### config.mk
export PLATFORM = sky130hd
export DESIGN_NAME = if_fetch_stage
export DESIGN_NICKNAME = d
export VERILOG_FILES = /design/src/rtl/if_fetch_stage.sv
export SDC_FILE = /design/constraint.sdc
export NUM_CORES = 1
export LEC_CHECK = 0
export CAP_MARGIN = 20
export CORE_MARGIN = 2
export CORE_UTILIZATION = 43
export CTS_CLUSTER_DIAMETER = 60
export CTS_CLUSTER_SIZE = 8
export DETAILED_ROUTE_END_ITERATION = 10
export GPL_TIMING_DRIVEN = 0
export HOLD_SLACK_MARGIN = 0.1
export PLACE_DENSITY_LB_ADDON = 0.1
export SLEW_MARGIN = 20
export SYNTH_ARGS = -nofsm -noshare
export SYNTH_HDL_FRONTEND = slang
export SYNTH_SLANG_ARGS = --single-unit
export TNS_END_PERCENT = 30
### constraint.sdc
create_clock -name clk -period 1.9 [get_ports clk]
set_input_delay 0.475 -clock clk [delete_from_list [all_inputs] [get_ports clk]]
set_output_delay 0.475 -clock clk [all_outputs]
set_load 0.05 [all_outputs]
### src/rtl/if_fetch_stage.sv
// MIPS instruction-fetch stage: PC, IF/ID register and variable-latency imem handshake.
// Define IF_FETCH_PERF_COUNTERS_EN to build the stall/flush performance counters.
module if_fetch_stage #(
    parameter logic [31:0] PC_RESET = 32'h0000_0000
) (
    input  logic        clk,
    input  logic        rst_n,
    input  logic        pcEnable,
    input  logic        ifEnable,
    input  logic        branchTaken,
    input  logic [31:0] branchTarget,
    output logic        imemReq,
    output logic [31:0] imemAddr,
    input  logic        imemReady,
    input  logic [31:0] imemRdata,
    output logic [31:0] instrID,
    output logic [31:0] pcPlus4ID,
    output logic        validID,
    output logic [31:0] stallCount,
    output logic [31:0] flushCount
);

    typedef enum logic [1:0] {IDLE, FETCH, HOLD, DRAIN} state_e;

    state_e      state_q, state_d;
    logic [31:0] pc_q, pc_d;
    logic [31:0] instr_q, instr_d;
    logic [31:0] pc_plus4_id_q, pc_plus4_id_d;
    logic        valid_q, valid_d;
    logic [31:0] hold_buf_q, hold_buf_d;
    logic [31:0] redir_pc_q, redir_pc_d;
    logic        req_q, req_d;

    logic        stall;
    logic [31:0] pc_plus4;
    logic [31:0] target;

    assign stall    = ~(pcEnable & ifEnable);
    assign pc_plus4 = pc_q + 32'd4;
    assign target   = branchTarget & ~32'd3;

    always_comb begin
        state_d       = state_q;
        pc_d          = pc_q;
        instr_d       = instr_q;
        pc_plus4_id_d = pc_plus4_id_q;
        valid_d       = valid_q;
        hold_buf_d    = hold_buf_q;
        redir_pc_d    = redir_pc_q;
        case (state_q)
            IDLE: state_d = FETCH;
            FETCH: begin
                if (imemReady) begin
                    if (branchTaken) begin
                        pc_d    = target;
                        valid_d = 1'b0;
                    end else if (stall) begin
                        hold_buf_d = imemRdata;
                        state_d    = HOLD;
                    end else begin
                        instr_d       = imemRdata;
                        pc_plus4_id_d = pc_plus4;
                        valid_d       = 1'b1;
                        pc_d          = pc_plus4;
                    end
                end else begin
                    if (branchTaken) begin
                        redir_pc_d = target;
                        valid_d    = 1'b0;
                        state_d    = DRAIN;
                    end else if (!stall) begin
                        valid_d = 1'b0;
                    end
                end
            end
            HOLD: begin
                if (branchTaken) begin
                    pc_d    = target;
                    valid_d = 1'b0;
                    state_d = FETCH;
                end else if (!stall) begin
                    instr_d       = hold_buf_q;
                    pc_plus4_id_d = pc_plus4;
                    valid_d       = 1'b1;
                    pc_d          = pc_plus4;
                    state_d       = FETCH;
                end
            end
            DRAIN: begin
                // The abandoned request keeps pc on the old address until memory answers.
                valid_d = 1'b0;
                if (branchTaken) begin
                    redir_pc_d = target;
                end
                if (imemReady) begin
                    pc_d    = branchTaken ? target : redir_pc_q;
                    state_d = FETCH;
                end
            end
            default: state_d = IDLE;
        endcase
        req_d = (state_d == FETCH) || (state_d == DRAIN);
    end

    always_ff @(posedge clk or negedge rst_n) begin
        if (!rst_n) begin
            state_q       <= IDLE;
            pc_q          <= PC_RESET;
            instr_q       <= 32'd0;
            pc_plus4_id_q <= 32'd0;
            valid_q       <= 1'b0;
            hold_buf_q    <= 32'd0;
            redir_pc_q    <= 32'd0;
            req_q         <= 1'b0;
        end else begin
            state_q       <= state_d;
            pc_q          <= pc_d;
            instr_q       <= instr_d;
            pc_plus4_id_q <= pc_plus4_id_d;
            valid_q       <= valid_d;
            hold_buf_q    <= hold_buf_d;
            redir_pc_q    <= redir_pc_d;
            req_q         <= req_d;
        end
    end

    assign imemReq   = req_q;
    assign imemAddr  = pc_q;
    assign instrID   = instr_q;
    assign pcPlus4ID = pc_plus4_id_q;
    assign validID   = valid_q;

`ifdef IF_FETCH_PERF_COUNTERS_EN
    logic [31:0] stall_cnt_q, stall_cnt_d;
    logic [31:0] flush_cnt_q, flush_cnt_d;

    always_comb begin
        stall_cnt_d = stall_cnt_q;
        flush_cnt_d = flush_cnt_q;
        if (stall && (state_q != IDLE)) begin
            stall_cnt_d = stall_cnt_q + 32'd1;
        end
        if (branchTaken) begin
            flush_cnt_d = flush_cnt_q + 32'd1;
        end
    end

    always_ff @(posedge clk or negedge rst_n) begin
        if (!rst_n) begin
            stall_cnt_q <= 32'd0;
            flush_cnt_q <= 32'd0;
        end else begin
            stall_cnt_q <= stall_cnt_d;
            flush_cnt_q <= flush_cnt_d;
        end
    end

    assign stallCount = stall_cnt_q;
    assign flushCount = flush_cnt_q;
`else
    assign stallCount = 32'd0;
    assign flushCount = 32'd0;
`endif

endmodule
-- Word-level counts from Yosys, hierarchy flattened
Cells that the tools add are included.
- register bits: 164
- output and inout port bits: 162
- $add $sub $neg: 1
- equality and inequality tests: 13
- muxes and demuxes: 32
- bitwise logic cells: 3
- reductions and logical operators: 11
- operators with widths (kind ; count):
    $mux 32 ; 14
    $pmux 32 s2 ; 3
    $pmux 32 s3 ; 1
    $add 32x3->32 const B ; 1
    $mux 2 ; 7
    $ne 2x2->1 const B ; 7
    $pmux 2 s4 ; 1
    $eq 2x2->1 const B ; 3
    $reduce_and 2->1 ; 3
    $reduce_and 6->1 ; 1
    $mux 1 ; 5
    $eq 2x1->1 const B ; 2
    $ne 4x4->1 const B ; 1
    $reduce_and 4->1 ; 1
    $reduce_bool 2->1 ; 2
    $pmux 1 s3 ; 1
    $reduce_and 3->1 ; 1
    $reduce_bool 3->1 ; 1
    $logic_not 2->1 ; 1
    $not 1->1 ; 2
    $and 1x1->1 ; 1
    $logic_or 1x1->1 ; 1

-- Logic depth before layout (Yosys ltp)
Gate-level depths: netlist of the first run.
- depth in word-level cells: 7
- depth in mapped cells: 9

-- Worst setup path before layout of the first run
No wires, ideal clock.
- kind: register to register
- start: register pc_q[2], in the netlist imemAddr[2]
- end: register pc_q[20], in the netlist imemAddr[20]
- setup time: 0.122 ns
- arrival: 2.265 ns
- required time: 1.778 ns
- path slack: -0.487 ns
- cell stages (with the launch flop): 7
- buffers on the path: 0
- clock period less this slack: 2.387 ns
- cells stage by stage: dfrtp_1 ha_1 nand4_1 nor4_4 nand4_1 o21a_1 o22a_1
- word-level cells in the longest chain between the ends: 5
- ends and longest elaborated chain (what ; RTL line ; RTL):
    start, declared ; 26 ; logic [31:0] pc_q, pc_d;
    start signal, assigned ; 117 ; pc_q <= pc_d;
    $add 32x3->32 (*) ; 39 ; assign pc_plus4 = pc_q + 32'd4;
    $mux 32 (*) ; 57, 81 ;
    $mux 32 (*) ; 77 ; if (branchTaken) begin
    $mux 32 ; 53 ; if (imemReady) begin
    $pmux 32 s3 (*) ; 50 ; case (state_q)
Every way passes the cells marked *; elsewhere a longest branch is shown, timed or not. The select of a mux whose other input is x is not followed.
A chain may end at the register's enable or synchronous reset.

-- Worst setup path in the final report of the first run
- start: register state_q[1]
- end: register pc_plus4_id_q[1], in the netlist pcPlus4ID[1]
- word-level cells in the longest chain between the ends: 3
- ends and longest elaborated chain (what ; RTL line ; RTL):
    start, declared ; 25 ; state_e state_q, state_d;
    start signal, assigned ; 116 ; state_q <= state_d;
    $eq 2x1->1 / $eq 2x2->1 (equally long branches) ; 50 ;
    $ne 2x2->1 (no source line) / $reduce_bool 2->1 (equally long branches) ; - ;
    $reduce_and 2->1 (no source line) ; - ;
    end signal, assigned ; 119 ; pc_plus4_id_q <= pc_plus4_id_d;
    end, declared ; 28 ; logic [31:0] pc_plus4_id_q, pc_plus4_id_d;
Parallel ways exist; a longest one is shown, timed or not.

==> results.md, run 1 <==
- Leakage power: 5.39 nW
- Via/cell ratio: 5.02
- Synth area leaders: dfrtp_1, mux2_2, buf_4
- Worst hold path type: reg2reg
- Tcrit/Tclk final: 1.06
- CP Capture Type: flop
- Clock root buffer: clkbuf_16
- Post-DP HPWL: 16300 um
- Slew headroom: 0.629
- Syn Area/Cell: 10.2 um2
- Pre-Repair DR Iteration Count: 5
- Post-synth top area share: 0.486
- GP Congestion: 0.850
- CTS tree: yes
- Via count: 6923
- Row count: 51
- Yosys cell types: 60
- Slowest Stage Delay on Critical Path: 0.57 ns
- FFs w/ async S/R, synth: 1.00
- Post-synthesis sequential area ratio: 0.486
- Drt wl/cell: 17.0 um
- CP max FO: 5
- Initial core utilization: 0.434
- Core Area: 19300 um2
- Clock skew: 0.0110 ns
- Clock slew at reported path FFs: 0.06 ns
- Tightest Pin Transition: 0.556 ns
- DR iter-0 viols: 423
- Pin count of the biggest net entering global routing: 94
- Violated checks: setup timing
- Finished Layout Cells: 1379
- FF+latch count, synth: 163
- Post-Place Worst Slack: -0.943 ns
- Top post-synthesis cells by count: dfrtp_1, nor2_1, buf_4
- Synth-to-layout area growth: 43.1%
- Tot Pwr: 21.4 mW
- Max-cap violations: 0
- Number of synthesized flops with an enable pin: 0
- Global-route wire length before repair: 35900 um
- Slowest-stage cell, CP: or4b_4
- PD cells: 1780 nW/um2
- Most frequent cell after synthesis: dfrtp_1
- Crit start category: flop
- Remaining antenna violation count after routing: 0
- Status: finished with violations
- Final Net Count: 1174
- Worst Setup Path Type: reg2reg
- Syn Inst Count: 824
- Die Y: 144 um
- Placed Area: 10800 um2
- Max Slew Vio Count: 0
- Family with the most delay on the worst path: simple AND/OR/NAND/NOR gates
- Synth warn: 0
- Detailed Route WL: 23400 um
- Clock sinks: 163
- Htree depth: 4
- Worst Path Buf+Inv: 3
- Total track usage: 0.226
- Fin. Hold Viols: 0
- DRC viols: 0
- Initial antenna violation count: 3
- RSZ-0062 raised after global routing: true
- Fillers: 1679
- Grt ovf: 0
- Number of global-route vias before repair: 6590
- PortBufs: 164
- F_max: 498 MHz
- Die W: 144 um
- Fin area: 12000 um2
- Num CTS Buffers: 17
- CP Cell Sequence: inv_2, buf_6, ha_4, or4b_4, buf_8, mux2_2
- I/O pin count: 232
- Top cell type by total area after synthesis: dfrtp_1
- Final Critical Period: 2.01 ns
- Main synth FF type: dfrtp_1
- Critical path arrival: 2.32 ns
- Final setup vio count: 21
- WP data required: 2.21 ns
- CTS max path bufs: 2
- Layout cells sized above 1: 0.302
- Worst Slack Setup Final: -0.107 ns
- Synthesized cell area: 8400 um2
- DIE AREA: 20700 um2
- VDD IR-drop max: 0.940 mV
- Placed instance count: 1317
- Worst-Skew Late Latency: 0.43 ns
area by class of cell:
type | count | area [um2] | area share
repair buffers | 196 | 1860 | 0.155
inverters | 14 | 62.6 | 0.00521
clock inverters | 15 | 195 | 0.0162
diodes | 2 | 5.00 | 0.000417
well taps | 265 | 332 | 0.0276
clock buffers | 17 | 425 | 0.0354
multi-input cells | 595 | 4100 | 0.341
plain buffers | 112 | 930 | 0.0774
flip-flops and latches | 163 | 4110 | 0.342
worst paths after layout:
check	slack, ns	start	depth (start not counted)	to
max in group asynchronous	0.41	rst_n	3	state_q[1]
max	-0.11	state_q[1]	6	pcPlus4ID[1]
min reg2reg	0.47	pcPlus4ID[2]	2	pcPlus4ID[2]
max reg2reg	-0.11	state_q[1]	6	pcPlus4ID[1]
min	0.47	pcPlus4ID[2]	2	pcPlus4ID[2]
min in group asynchronous	0.61	rst_n	2	pcPlus4ID[5]
tightest hold or removal path: cells and delay by family, from the launching register on:
| kind | cells | cell delay, ns |
|---|---|---|
| AND/OR/NAND/NOR | 1 | 0.04 |
| flip-flops | 1 | 0.34 |
| AO/OA/AOI/OAI | 1 | 0.06 |
power breakdown:
group          internal [mW]  switching (mW)
clock                   2.11            1.53
combinational           4.11            7.22
sequential              5.18            1.26
total                   11.4            10.0
layer usage:
| metal | vias to the layer above | GRT usage | wire [um] |
|---|---|---|---|
| met5 | - | 0 | 13 |
| met3 | 31 | 0.0650 | 1570 |
| li1 | 3325 | - | - |
| met4 | 2 | 0.0614 | 374 |
| met1 | 3334 | 0.288 | 9960 |
| met2 | 231 | 0.379 | 11500 |
cell families after synthesis:
| family | count (synthesis) | share of synthesized area |
|---|---|---|
| and+or+nand+nor | 210 | 0.120 |
| AOI/OAI and AO/OA | 186 | 0.134 |
| DFF | 163 | 0.486 |
| buffers and inverters | 130 | 0.0930 |
| muxes | 101 | 0.129 |
| xor gates and xnor gates | 28 | 0.0292 |
| adders and majority gates | 5 | 0.00745 |
| other | 1 | 0.000447 |
through the flow:
stage	TNS [ns]	utilization	hold WS, ns
after floorplan	-8.86	-	0.179
after global placement	-1191.25	0.557	0.463
after detailed placement	-94.91	0.559	0.467
after CTS	-3.03	0.609	0.477
after global routing	-2.64	0.621	0.493
final	-1.14	0.621	0.472
repair_timing:
item                                    4_1_cts  5_1_grt
setup buffers                                13       12
endpoints found under the setup margin      257      147
gates cloned                                  3        3
pin swaps                                    12        8
resized for setup                           205       75
hold buffers                                  1        0
endpoints found under the hold margin        70        0
sequential cells by signal, summed over array words and instances (netlist names):
register / count
imemAddr: 32
validID: 1
state_q: 2
hold_buf_q: 32
redir_pc_q: 32
pcPlus4ID: 32
instrID: 32
placed cells by master, fill, tap and decap left out, types with 21 or more instances in the layout:
cell             instances
nor2_1                  70
clkbuf_16               21
clkdlybuf4s50_1         62
mux2_2                  60
buf_4                   98
conb_1                  64
mux2i_1                 40
dfrtp_1                140
a21oi_1                 62
nand2_1                 62
dlygate4sd2_1           73
dfrtp_2                 23
o21ai_0                 47
(Power assumes the default switching activity.)
==> run 2, diff against run 1 <==
Settings changed: ABC_CLOCK_PERIOD_IN_PS set to 1900, MAX_ROUTING_LAYER set to met4.
==> run 2 against run 1 <==
Effect of this change: the run still ends with setup timing left; sequential share of layout area about the same; combinational power about the same; flip-flop and latch count unchanged; die area unchanged; clock power about the same; largest cell class unchanged; count of clock-buffer cells in the layout unchanged; register-to-register slack about the same; final area about the same; final cell count about the same.
==> results.md, run 2 (synthesis results as in run 1) <==
- Synth-to-layout area growth: 43.1% (about the same)
- CP max FO: 5 (unchanged)
- CTS tree: yes
- Pre-Repair DR Iteration Count: 7 (+2)
- Row count: 51 (unchanged)
- WP data required: 2.21 ns (about the same)
- Comb power frac: 0.529 (about the same)
- Clock sinks: 163 (unchanged)
- Via/cell ratio: 5.04 (+0.32%)
- Detailed Route WL: 23500 um (+0.26%)
- Layout cells sized above 1: 0.302 (unchanged)
- CP Cell Sequence: inv_2, buf_6, ha_4, or4b_4, buf_8, mux2_2
- Share of power burned in registers: 0.301 (about the same)
- I/O pin count: 232 (unchanged)
- Fin area: 12000 um2 (about the same)
- Initial antenna violation count: 3 (unchanged)
- DIE AREA: 20700 um2 (unchanged)
- Final Critical Period: 1.99 ns (-0.0124 ns)
- CP Capture Type: flop
- Placed instance count: 1317 (unchanged)
- Clock root buffer: clkbuf_16
- Clock skew: 0.0101 ns (-0.000915 ns)
- Remaining antenna violation count after routing: 0 (unchanged)
- Total track usage: 0.233 (+0.00628)
- Finished Layout Cells: 1380 (+0.073%)
- Final setup vio count: 20 (-4.8%)
- Critical path arrival: 2.31 ns (about the same)
- Final Net Count: 1174 (unchanged)
- Num CTS Buffers: 17 (unchanged)
- Max Slew Vio Count: 0 (unchanged)
- CTS max path bufs: 2 (unchanged)
- Worst Path Buf+Inv: 3 (unchanged)
- Initial core utilization: 0.434 (unchanged)
- DR iter-0 viols: 385 (-9.0%)
- Internal power: 11.4 mW (about the same)
- Global-route wire length before repair: 35900 um (-0.23%)
- Die Y: 144 um (unchanged)
- Sw power: 10.0 mW (+0.18%)
- Fillers: 1680 (+0.060%)
- Tightest Pin Transition: 0.558 ns (+0.00211 ns)
- Leakage power: 5.39 nW (about the same)
- Setup Total Neg Slack: -0.879 ns (+0.258 ns)
- Worst hold path type: reg2reg
- RSZ-0062 raised after global routing: true
- Fin. Hold Viols: 0 (unchanged)
- GP Congestion: 0.863 (+1.6%)
- Post-layout util: 0.621 (about the same)
- Slowest Stage Delay on Critical Path: 0.57 ns (about the same)
- Status: finished with violations
- Commonest non-fill, non-tap cell in the layout: dfrtp_1
- Worst-Skew Late Latency: 0.43 ns (about the same)
- Grt ovf: 0 (unchanged)
- Crit start category: flop
- Clk pwr share: 0.170 (about the same)
- Placed Area: 10800 um2 (unchanged)
- Slew headroom: 0.628 (-0.00140)
- Core Area: 19300 um2 (unchanged)
- F_max: 501 MHz (+0.62%)
- Drt wl/cell: 17.0 um (+0.19%)
- Slowest-stage cell, CP: or4b_4
- DRC viols: 0 (unchanged)
- Die W: 144 um (unchanged)
- PD cells: 1780 nW/um2 (about the same)
- Via count: 6950 (+0.39%)
- Pin count of the biggest net entering global routing: 94 (unchanged)
- Post-DP HPWL: 16300 um (unchanged)
- Worst Setup Path Type: reg2reg
- R2r setup slk: -0.09 ns (about the same)
- PortBufs: 164 (unchanged)
- Clock slew at reported path FFs: 0.06 ns (about the same)
- Htree depth: 4 (unchanged)
- VDD IR-drop max: 0.941 mV (about the same)
- Worst Slack Setup Final: -0.0945 ns (+0.0124 ns)
- Family with the most delay on the worst path: simple AND/OR/NAND/NOR gates
- Multi-input logic area: 4100 um2 (unchanged)
- Max-cap violations: 0 (unchanged)
- Violated checks: setup timing
- Switching share of power: 0.468 (about the same)
- Tcrit/Tclk final: 1.05 (-0.00653)
- Reg area: 4110 um2 (unchanged)
- Number of global-route vias before repair: 6619 (+0.44%)
- Most frequent cells in the layout: dfrtp_1, buf_4, dlygate4sd2_1, nor2_1, conb_1
- Post-Place Worst Slack: -0.943 ns (unchanged)
run 2: power groups by stage:
stage | clock network (mW) | registers [mW] | logic [mW]
2_1_floorplan | 0 | 9.59 | 4.33
3_3_place_gp | 0 | 6.44 | 10.8
3_5_place_dp | 0 | 6.48 | 11.0
4_1_cts | 3.71 | 6.40 | 11.0
5_1_grt | 3.86 | 6.66 | 12.0
6_report | 3.65 | 6.44 | 11.3
run 2: worst min-delay path, delay by kind of cell (launching register included):
kind / cells / cell delay (ns)
AOI/OAI and AO/OA: 1 / 0.05
DFF: 1 / 0.34
and+or+nand+nor: 1 / 0.04
run 2: metal layers:
metal,vias to the layer above,track usage,share of wire
met5,-,-,0
met4,0,0.0630,0.015
met1,3351,0.289,0.43
li1,3324,-,-
met2,248,0.381,0.49
met3,27,0.0576,0.063
run 2: repair_timing:
item,in CTS,in global routing
endpoints found under the setup margin,257,147
hold endpoints to repair,70,0
resized for setup,205,75
pin swaps,12,8
cloned,3,3
setup buffers,13,12
hold buffers,1,0
run 2: stage by stage:
step	total power, mW	hold WS (ns)
final	21.4	0.472
after global routing	22.6	0.493
after CTS	21.1	0.477
after detailed placement	17.4	0.467
after global placement	17.3	0.463
after floorplan	13.9	0.179
run 2: area by class of cell:
class	count	area share
Sequential cell	163	0.342
Tap cell	265	0.0276
Clock buffer	17	0.0354
Clock inverter	15	0.0162
Inverter	14	0.00521
Timing Repair Buffer	196	0.155
Buffer	112	0.0774
Multi-Input combinational cell	595	0.341
Antenna cell	3	0.000625
run 2: path summary, 6_finish.rpt:
check                               from            end  depth (start not counted)
max in group asynchronous          rst_n     state_q[0]                          3
setup reg to reg              state_q[1]   pcPlus4ID[1]                          6
hold / removal             pcPlus4ID[20]  pcPlus4ID[20]                          2
setup / recovery              state_q[1]   pcPlus4ID[1]                          6
min in group asynchronous          rst_n   pcPlus4ID[5]                          2
hold reg to reg            pcPlus4ID[20]  pcPlus4ID[20]                          2
==> run 3, diff against run 2 <==
Settings changed: ABC_AREA set to 0, MAX_ROUTING_LAYER met4 to unset.
==> results of run 3 <==
Final layout, timing and power as in run 1 (identical DEF).
